==> config.mk <==
export PLATFORM = sky130hd
export DESIGN_NAME = hazard_fwd_ctrl
export DESIGN_NICKNAME = d
export VERILOG_FILES = /design/src/rtl/hazard_fwd_ctrl.sv
export SDC_FILE = /design/constraint.sdc
export NUM_CORES = 1
export LEC_CHECK = 0
export ABC_AREA = 1
export ABC_CLOCK_PERIOD_IN_PS = 1800
export CAP_MARGIN = 10
export CORE_MARGIN = 3
export CORE_UTILIZATION = 52
export CTS_CLUSTER_DIAMETER = 40
export DETAILED_ROUTE_END_ITERATION = 12
export HOLD_SLACK_MARGIN = 0.15
export PLACE_DENSITY = 0.78
export SLEW_MARGIN = 5
export SYNTH_ARGS = -nofsm -noshare
export SYNTH_HDL_FRONTEND = slang
export SYNTH_SLANG_ARGS = --single-unit
==> constraint.sdc <==
create_clock -name i_clk -period 1.8 [get_ports i_clk]
set_clock_uncertainty 0.1 [all_clocks]
set_input_delay 0.54 -clock i_clk [delete_from_list [all_inputs] [get_ports i_clk]]
set_output_delay 0.54 -clock i_clk [all_outputs]
set_load 0.02 [all_outputs]
==> src/rtl/hazard_fwd_ctrl.sv <==
// Hazard and forwarding controller: EX operand-mux selects, IF/ID stall, ID/EX bubble
// and a mul/div busy counter, all derived from an internal shadow copy of EX/MEM/WB.
module hazard_fwd_ctrl #(
  parameter int MD_CYCLES = 32,
  parameter int CNT_W     = 6
) (
  input  logic             i_clk,
  input  logic             i_rst,
  input  logic [4:0]       i_id_rs,
  input  logic [4:0]       i_id_rt,
  input  logic             i_id_use_rs,
  input  logic             i_id_use_rt,
  input  logic [4:0]       i_id_rd,
  input  logic             i_id_regwrite,
  input  logic             i_id_load,
  input  logic             i_id_md_start,
  input  logic             i_id_md_use,
  input  logic             i_flush,
  output logic [1:0]       o_fwd_a_sel,
  output logic [1:0]       o_fwd_b_sel,
  output logic             o_stall,
  output logic             o_bubble,
  output logic             o_md_busy
);

  localparam logic [CNT_W-1:0] LP_MD_LOAD = CNT_W'(MD_CYCLES);

  logic             r_ex_valid;
  logic [4:0]       r_ex_rd;
  logic             r_ex_regwrite;
  logic             r_ex_load;
  logic [4:0]       r_ex_rs;
  logic [4:0]       r_ex_rt;
  logic             r_ex_use_rs;
  logic             r_ex_use_rt;

  // The load flag only matters while the producer sits in EX, so MEM/WB drop it.
  logic             r_mem_valid;
  logic [4:0]       r_mem_rd;
  logic             r_mem_regwrite;
  logic             r_wb_valid;
  logic [4:0]       r_wb_rd;
  logic             r_wb_regwrite;

  logic [CNT_W-1:0] r_cnt;

  logic w_a_mem, w_a_wb, w_b_mem, w_b_wb;
  logic w_lu, w_mdh, w_stall, w_accept;

  assign w_a_mem = r_ex_valid & r_ex_use_rs & (r_ex_rs != 5'd0) &
                   r_mem_valid & r_mem_regwrite & (r_mem_rd == r_ex_rs);
  assign w_a_wb  = r_ex_valid & r_ex_use_rs & (r_ex_rs != 5'd0) &
                   r_wb_valid & r_wb_regwrite & (r_wb_rd == r_ex_rs);
  assign w_b_mem = r_ex_valid & r_ex_use_rt & (r_ex_rt != 5'd0) &
                   r_mem_valid & r_mem_regwrite & (r_mem_rd == r_ex_rt);
  assign w_b_wb  = r_ex_valid & r_ex_use_rt & (r_ex_rt != 5'd0) &
                   r_wb_valid & r_wb_regwrite & (r_wb_rd == r_ex_rt);

  // MEM holds the younger result, so it wins over WB for the same register.
  always_comb begin
    o_fwd_a_sel = 2'b00;
    o_fwd_b_sel = 2'b00;
    if (w_a_mem)     o_fwd_a_sel = 2'b01;
    else if (w_a_wb) o_fwd_a_sel = 2'b10;
    if (w_b_mem)     o_fwd_b_sel = 2'b01;
    else if (w_b_wb) o_fwd_b_sel = 2'b10;
  end

  assign w_lu = r_ex_valid & r_ex_load & (r_ex_rd != 5'd0) &
                ((i_id_use_rs & (i_id_rs == r_ex_rd)) |
                 (i_id_use_rt & (i_id_rt == r_ex_rd)));

  assign o_md_busy = (r_cnt != '0);
  assign w_mdh     = o_md_busy & (i_id_md_use | i_id_md_start);

  assign w_stall  = (w_lu | w_mdh) & ~i_flush;
  assign w_accept = ~w_stall & ~i_flush;
  assign o_stall  = w_stall;
  assign o_bubble = w_stall | i_flush;

  always_ff @(posedge i_clk) begin
    if (i_rst) begin
      r_ex_valid     <= 1'b0;
      r_ex_rd        <= 5'd0;
      r_ex_regwrite  <= 1'b0;
      r_ex_load      <= 1'b0;
      r_ex_rs        <= 5'd0;
      r_ex_rt        <= 5'd0;
      r_ex_use_rs    <= 1'b0;
      r_ex_use_rt    <= 1'b0;
      r_mem_valid    <= 1'b0;
      r_mem_rd       <= 5'd0;
      r_mem_regwrite <= 1'b0;
      r_wb_valid     <= 1'b0;
      r_wb_rd        <= 5'd0;
      r_wb_regwrite  <= 1'b0;
      r_cnt          <= '0;
    end else begin
      r_wb_valid     <= r_mem_valid;
      r_wb_rd        <= r_mem_rd;
      r_wb_regwrite  <= r_mem_regwrite;
      r_mem_valid    <= r_ex_valid;
      r_mem_rd       <= r_ex_rd;
      r_mem_regwrite <= r_ex_regwrite;

      if (w_accept) begin
        r_ex_valid    <= 1'b1;
        r_ex_rd       <= i_id_rd;
        r_ex_regwrite <= i_id_regwrite;
        r_ex_load     <= i_id_load;
        r_ex_rs       <= i_id_rs;
        r_ex_rt       <= i_id_rt;
        r_ex_use_rs   <= i_id_use_rs;
        r_ex_use_rt   <= i_id_use_rt;
      end else begin
        r_ex_valid    <= 1'b0;
        r_ex_rd       <= 5'd0;
        r_ex_regwrite <= 1'b0;
        r_ex_load     <= 1'b0;
        r_ex_rs       <= 5'd0;
        r_ex_rt       <= 5'd0;
        r_ex_use_rs   <= 1'b0;
        r_ex_use_rt   <= 1'b0;
      end

      if (w_accept && i_id_md_start) r_cnt <= LP_MD_LOAD;
      else if (r_cnt != '0)          r_cnt <= r_cnt - CNT_W'(1);
    end
  end

endmodule

==> impl_metrics.ini, run 1 <==
[clock_network]
clk_pin_slew_worst_paths_ns = 0.12
cts_tree = done
htree_levels = 2
clkSinkCount = 40
holdBufCountCts = 0
clock_path_buffers = 2
worstSkewPairLatency_ns = 0.34
cts_inserted_buffers = 5
cts_root_buffer = clkbuf_4

[sta]
clock.fmax_mhz = 430
worstMarginPinSlew_ns = 0.267
relSlewSlack = 0.821
min_period_ns = 2.33
rsz0062_at_grt = true
fin_crit_sh = 1.29
setup_viol = 7
hold_viol = 0
drv_slew = 0
layout_setup_ws_ns = -0.526
fin_setup_tns_ns = -2.55

[critical_path]
critical_path_arrival_ns = 1.69
worst-setup-path-type = flip-flop to primary output
cp-start-kind = flip-flop
cp.required_ns = 1.16
cp_max_fo = 3
setup.worst_path.end_class = primary output

[detailed_routing]
drt_iter0_drc = 105
vias = 1806
drc = 0
routed_wl_um = 4620
wl_per_cell_um = 12.1
routed_via_density = 4.72
ant_nets = 0
drtPass1Iterations = 4

[synth]
syn_avg_cell_area_um2 = 7.41
synthTopCellsByArea = dfxtp_1, inv_1, nand2_1
ys_ff_latch = 40
syn_inst = 255
yosysSeqAreaShare = 0.424
ys_warn_count = 0
ys.flop_type = dfxtp_1
synth-edff-count = 0
syn_area_um2 = 1890
synth_top_cell_area_share = 0.424
ys_types = 28
syn_nets = 281
ys_top_cells_by_count = inv_1, nand2_1, dfxtp_1
yosysTopAreaCell = dfxtp_1
synthArstFlopShare = 0
yosysMostFrequentCell = inv_1

[die]
core_region_area_um2 = 3420
num_io_pins = 31
start_util = 0.553
fp.dieH_um = 66.3
chipWidth_um = 66.3
std_cell_rows = 21
die-area_um2 = 4400

[pwr]
p_leak_nw = 1.36
p_per_area_nw_per_um2 = 1160
ir_drop_uv = 1140

[final_layout]
antenna_cells = 0
nNetsFinal = 362
syn2layout_area_growth_pct = 48.9
drive_above_1_share = 0.439
fin_area_um2 = 2820

[grt]
grt_start_max_net_pins = 16
first_global_vias = 1689
grt_pass1_wl_um = 7130
grt_overflow = 0
antenna_found_initial = 0
grt_usage = 0.215

[status]
violations = negative setup slack
outcome = finished, violations left

[placement]
dpl_cell_area_um2 = 2600
dp_hpwl_um = 3180
place.gp.congestion = 0.826
io_buffers = 30

[run]
maxCapViolations = 0

[worst_hold_path]
hold_class = flip-flop to flip-flop
[state kept, by name, indices dropped and copies added (netlist names), 5 cells and up]
register / cells
r_mem_rd: 5
r_ex_rd: 5
r_ex_rs: 5
r_ex_rt: 5
r_wb_rd: 5
r_cnt: 6
[final cells by class]
type	instances	area [µm²]
sequential	40	821
tap	46	57.6
clock inverter	2	38.8
multi-input combinational	155	930
inverter	54	243
fill	218	601
timing repair buffer	80	674
clock buffer	6	51.3
[timing repair]
item / CTS / global route
resized for setup: 95 / 17
setup buffers: 3 / 6
pin swaps: 11 / 11
setup endpoints to repair: 27 / 7
[report_power, final]
part / switching [W] / internal (W) / leakage, nW / total (W)
Combinational: 0.000724 / 0.000792 / 0.983 / 0.00152
Clock: 0.000296 / 0.000333 / 0.0484 / 0.000629
Sequential: 0.000104 / 0.00102 / 0.333 / 0.00112
[critical path, cell delays in order (launching register included)]
cell and delay, ns:
dfxtp_2 0.36, buf_4 0.14, xnor2_1 0.20, nand4_1 0.20
nor2_2 0.22, nor3_2 0.06, buf_4 0.15
[stage by stage]
step / cells / hold slack [ns] / setup slack [ns] / power (W) / util
final: 383 / 0.323 / -0.526 / 0.00327 / 0.824
after global placement: 366 / 0.290 / -1.17 / 0.00235 / 0.760
after floorplan: 255 / 0.288 / -0.0155 / 0.00190 / -
after detailed placement: 366 / 0.310 / -1.18 / 0.00240 / 0.760
after CTS: 377 / 0.328 / -0.374 / 0.00308 / 0.802
after global routing: 383 / 0.339 / -0.600 / 0.00347 / 0.824
[layer usage]
layer | share of wire | track usage
met4 | 0.027 | 0.0660
met2 | 0.55 | 0.413
met5 | 0 | 0
met1 | 0.38 | 0.226
met3 | 0.046 | 0.0527
[cells by family (layout without fill, tap and decap cells)]
group | Yosys count | after routing | synth area share
AO/OA/AOI/OAI | 17 | 17 | 0.0602
AND/OR/NAND/NOR | 123 | 123 | 0.311
XOR/XNOR | 12 | 12 | 0.0556
multiplexers | 1 | 1 | 0.00529
adder cells (fa/ha/maj) | 2 | 2 | 0.0132
buffers and inverters | 60 | 142 | 0.131
flip-flops | 40 | 40 | 0.424
[layout by cell type (no fill, tap or decap), types with 5 or more instances in the layout]
cell	count
buf_4	49
buf_6	7
clkbuf_4	5
clkdlybuf4s50_1	9
dfxtp_1	24
dfxtp_2	16
inv_1	33
inv_2	15
nand2_1	39
nand3_1	12
nand4_1	5
nor2_1	33
nor2_2	19
o21ai_0	5
xnor2_1	5
xor2_1	6
[worst paths after layout]
path / to / slack, ns / cells after the start / start
min reg2reg: r_mem_regwrite / 0.32 / 2 / r_ex_regwrite
min: r_mem_regwrite / 0.32 / 2 / r_ex_regwrite
max reg2reg: r_ex_rt[0] / 0.18 / 9 / r_cnt[0]
max: o_fwd_a_sel[1] / -0.53 / 6 / r_ex_rs[3]
No activity file was read; power rests on OpenSTA's default activity.
==> inputs of run 2 (changes only) <==
Settings changed: CELL_PAD_IN_SITES_DETAIL_PLACEMENT from default to 0, CELL_PAD_IN_SITES_GLOBAL_PLACEMENT from default to 1, CORE_UTILIZATION 52 to 38, GPL_TIMING_DRIVEN from default to 1, PLACE_DENSITY 0.78 to 0.79.
==> run 2 against run 1 <==
Net effect:
- the run still ends with negative setup slack left
- die area increased by 33%
- non-clock buffer count decreased by 2
- final area increased by 1.3%
- sequential cell count unchanged
- clock-buffer cell count decreased by 1
- global-route usage decreased by 6.9 points
- critical path type unchanged
- highest routed layer unchanged
==> impl_metrics.ini, run 2 (synthesis gave the netlist of run 1 again) <==
[status]
outcome = finished, violations left
violations = negative setup slack

[critical_path]
setup.worst_path.end_class = primary output
worst-setup-path-type = flip-flop to primary output
critical_path_arrival_ns = 1.49
r2r_end = r_ex_rs[0]
cp-start-kind = flip-flop
ff2ff_path_depth = 12
ff2ff_setup_slack_ns = 0.07
r2r_start = r_ex_rd[0]
cp.required_ns = 1.16
cp_max_fo = 3

[worst_hold_path]
hold_path_end = r_mem_regwrite
hold_class = flip-flop to flip-flop
hp-start = r_ex_regwrite
hold_depth = 2

[grt]
first_global_vias = 1578
grt_overflow = 0
grt_usage = 0.146
grt_pass1_wl_um = 6840
grt_start_max_net_pins = 21
antenna_found_initial = 0

[sta]
rsz0062_at_grt = true
setup_viol = 6
min_period_ns = 2.13
relSlewSlack = 0.852
layout_setup_ws_ns = -0.331
fin_setup_tns_ns = -1.77
drv_slew = 0
hold_viol = 0
clock.fmax_mhz = 469
worstMarginPinSlew_ns = 0.221
fin_crit_sh = 1.18

[final_layout]
final_cells = 402
seq_area_um2 = 822
final_common_cell = buf_4
antenna_cells = 0
fin_area_um2 = 2850
syn2layout_area_growth_pct = 50.8
fin_util = 0.600
drive_above_1_share = 0.466
nNetsFinal = 360
multi_input_area_um2 = 955
fillerInstances = 446
regMostFlops = r_cnt
largest_reg_flops = 6
final_cell_mix = buf_4, nand2_1, inv_1

[die]
core_region_area_um2 = 4750
start_util = 0.398
fp.dieH_um = 76.5
std_cell_rows = 25
chipWidth_um = 76.5
die-area_um2 = 5860
num_io_pins = 31

[clock_network]
worstSkewPairLatency_ns = 0.30
cts_root_buffer = clkbuf_8
htree_levels = 2
cts_tree = done
clock_path_buffers = 2
clkSinkCount = 40
clk_pin_slew_worst_paths_ns = 0.08
cts_inserted_buffers = 5
holdBufCountCts = 0

[detailed_routing]
drt_iter0_drc = 53
ant_nets = 0
drtPass1Iterations = 4
drc = 0
routed_via_density = 4.10
wl_per_cell_um = 9.94
routed_wl_um = 4000
vias = 1649

[pwr]
ir_drop_uv = 954
p_per_area_nw_per_um2 = 1160
p_leak_nw = 1.37

[placement]
place.gp.congestion = 0.880
dp_cells = 386
dp_hpwl_um = 3110
post-place-ws_ns = -1.20
dpl_cell_area_um2 = 2620
io_buffers = 30

[run]
maxCapViolations = 0
[run 2: worst max-delay path, cell delays in order (launching register included)]
cell	delay [ns]
dfxtp_4	0.38
buf_6	0.12
nand2_4	0.04
nand2_2	0.04
nor2_1	0.04
nand3_1	0.08
nand2_2	0.08
a21boi_4	0.21
nand2_2	0.08
buf_6	0.13
[run 2: worst max-delay path by stage]
| stage | start | endpoint | slack, ns | depth (start not counted) |
|---|---|---|---|---|
| floorplan | i_id_rs[2] | o_bubble | -0.02 | 8 |
| global placement | i_id_rt[4] | o_stall | -1.19 | 10 |
| CTS | r_ex_rt[3] | o_fwd_b_sel[1] | -0.40 | 7 |
| detailed placement | i_id_rt[4] | o_stall | -1.20 | 10 |
| finish | r_ex_rd[0] | o_bubble | -0.33 | 9 |
| global route | r_ex_rd[0] | o_bubble | -0.43 | 9 |
[run 2: layer usage]
layer	share of wire	routed length, µm	GRT usage	up-vias
met5	0	0	0	-
met3	0.034	135	0.0296	9
li1	-	-	-	921
met1	0.46	1830	0.179	692
met4	0.028	110	0.0743	0
met2	0.48	1920	0.243	27
[run 2: final cells by class]
type	instances	area share
Clock buffer	5	0.0241
Clock inverter	3	0.0149
Inverter	54	0.0851
Multi-Input combinational cell	155	0.335
Sequential cell	40	0.288
Tap cell	67	0.0294
Timing Repair Buffer	78	0.223
[run 2: timing repair]
action / 4_1_cts / 5_1_grt
pin swaps: 16 / 17
endpoints found under the setup margin: 33 / 27
buffers inserted: 5 / 4
gates resized for setup: 99 / 36
[run 2: power by group]
group / internal [W] / total (W) / switching (W)
sequential: 0.00102 / 0.00111 / 0.0000932
combinational: 0.000769 / 0.00146 / 0.000687
clock: 0.000410 / 0.000741 / 0.000331
total: 0.00220 / 0.00331 / 0.00111
[run 2: per-stage QoR]
stage               total power [W]  hold slack, ns
global placement            0.00239           0.291
floorplan                   0.00190           0.288
global route                0.00355           0.341
detailed placement          0.00240           0.296
CTS                         0.00326           0.309
finish                      0.00331           0.308
==> inputs of run 3 (changes only) <==
Settings changed: GPL_ROUTABILITY_DRIVEN from default to 1.
==> results of run 3 <==
Same layout as run 2: the final DEF is identical, and so are final timing and power.
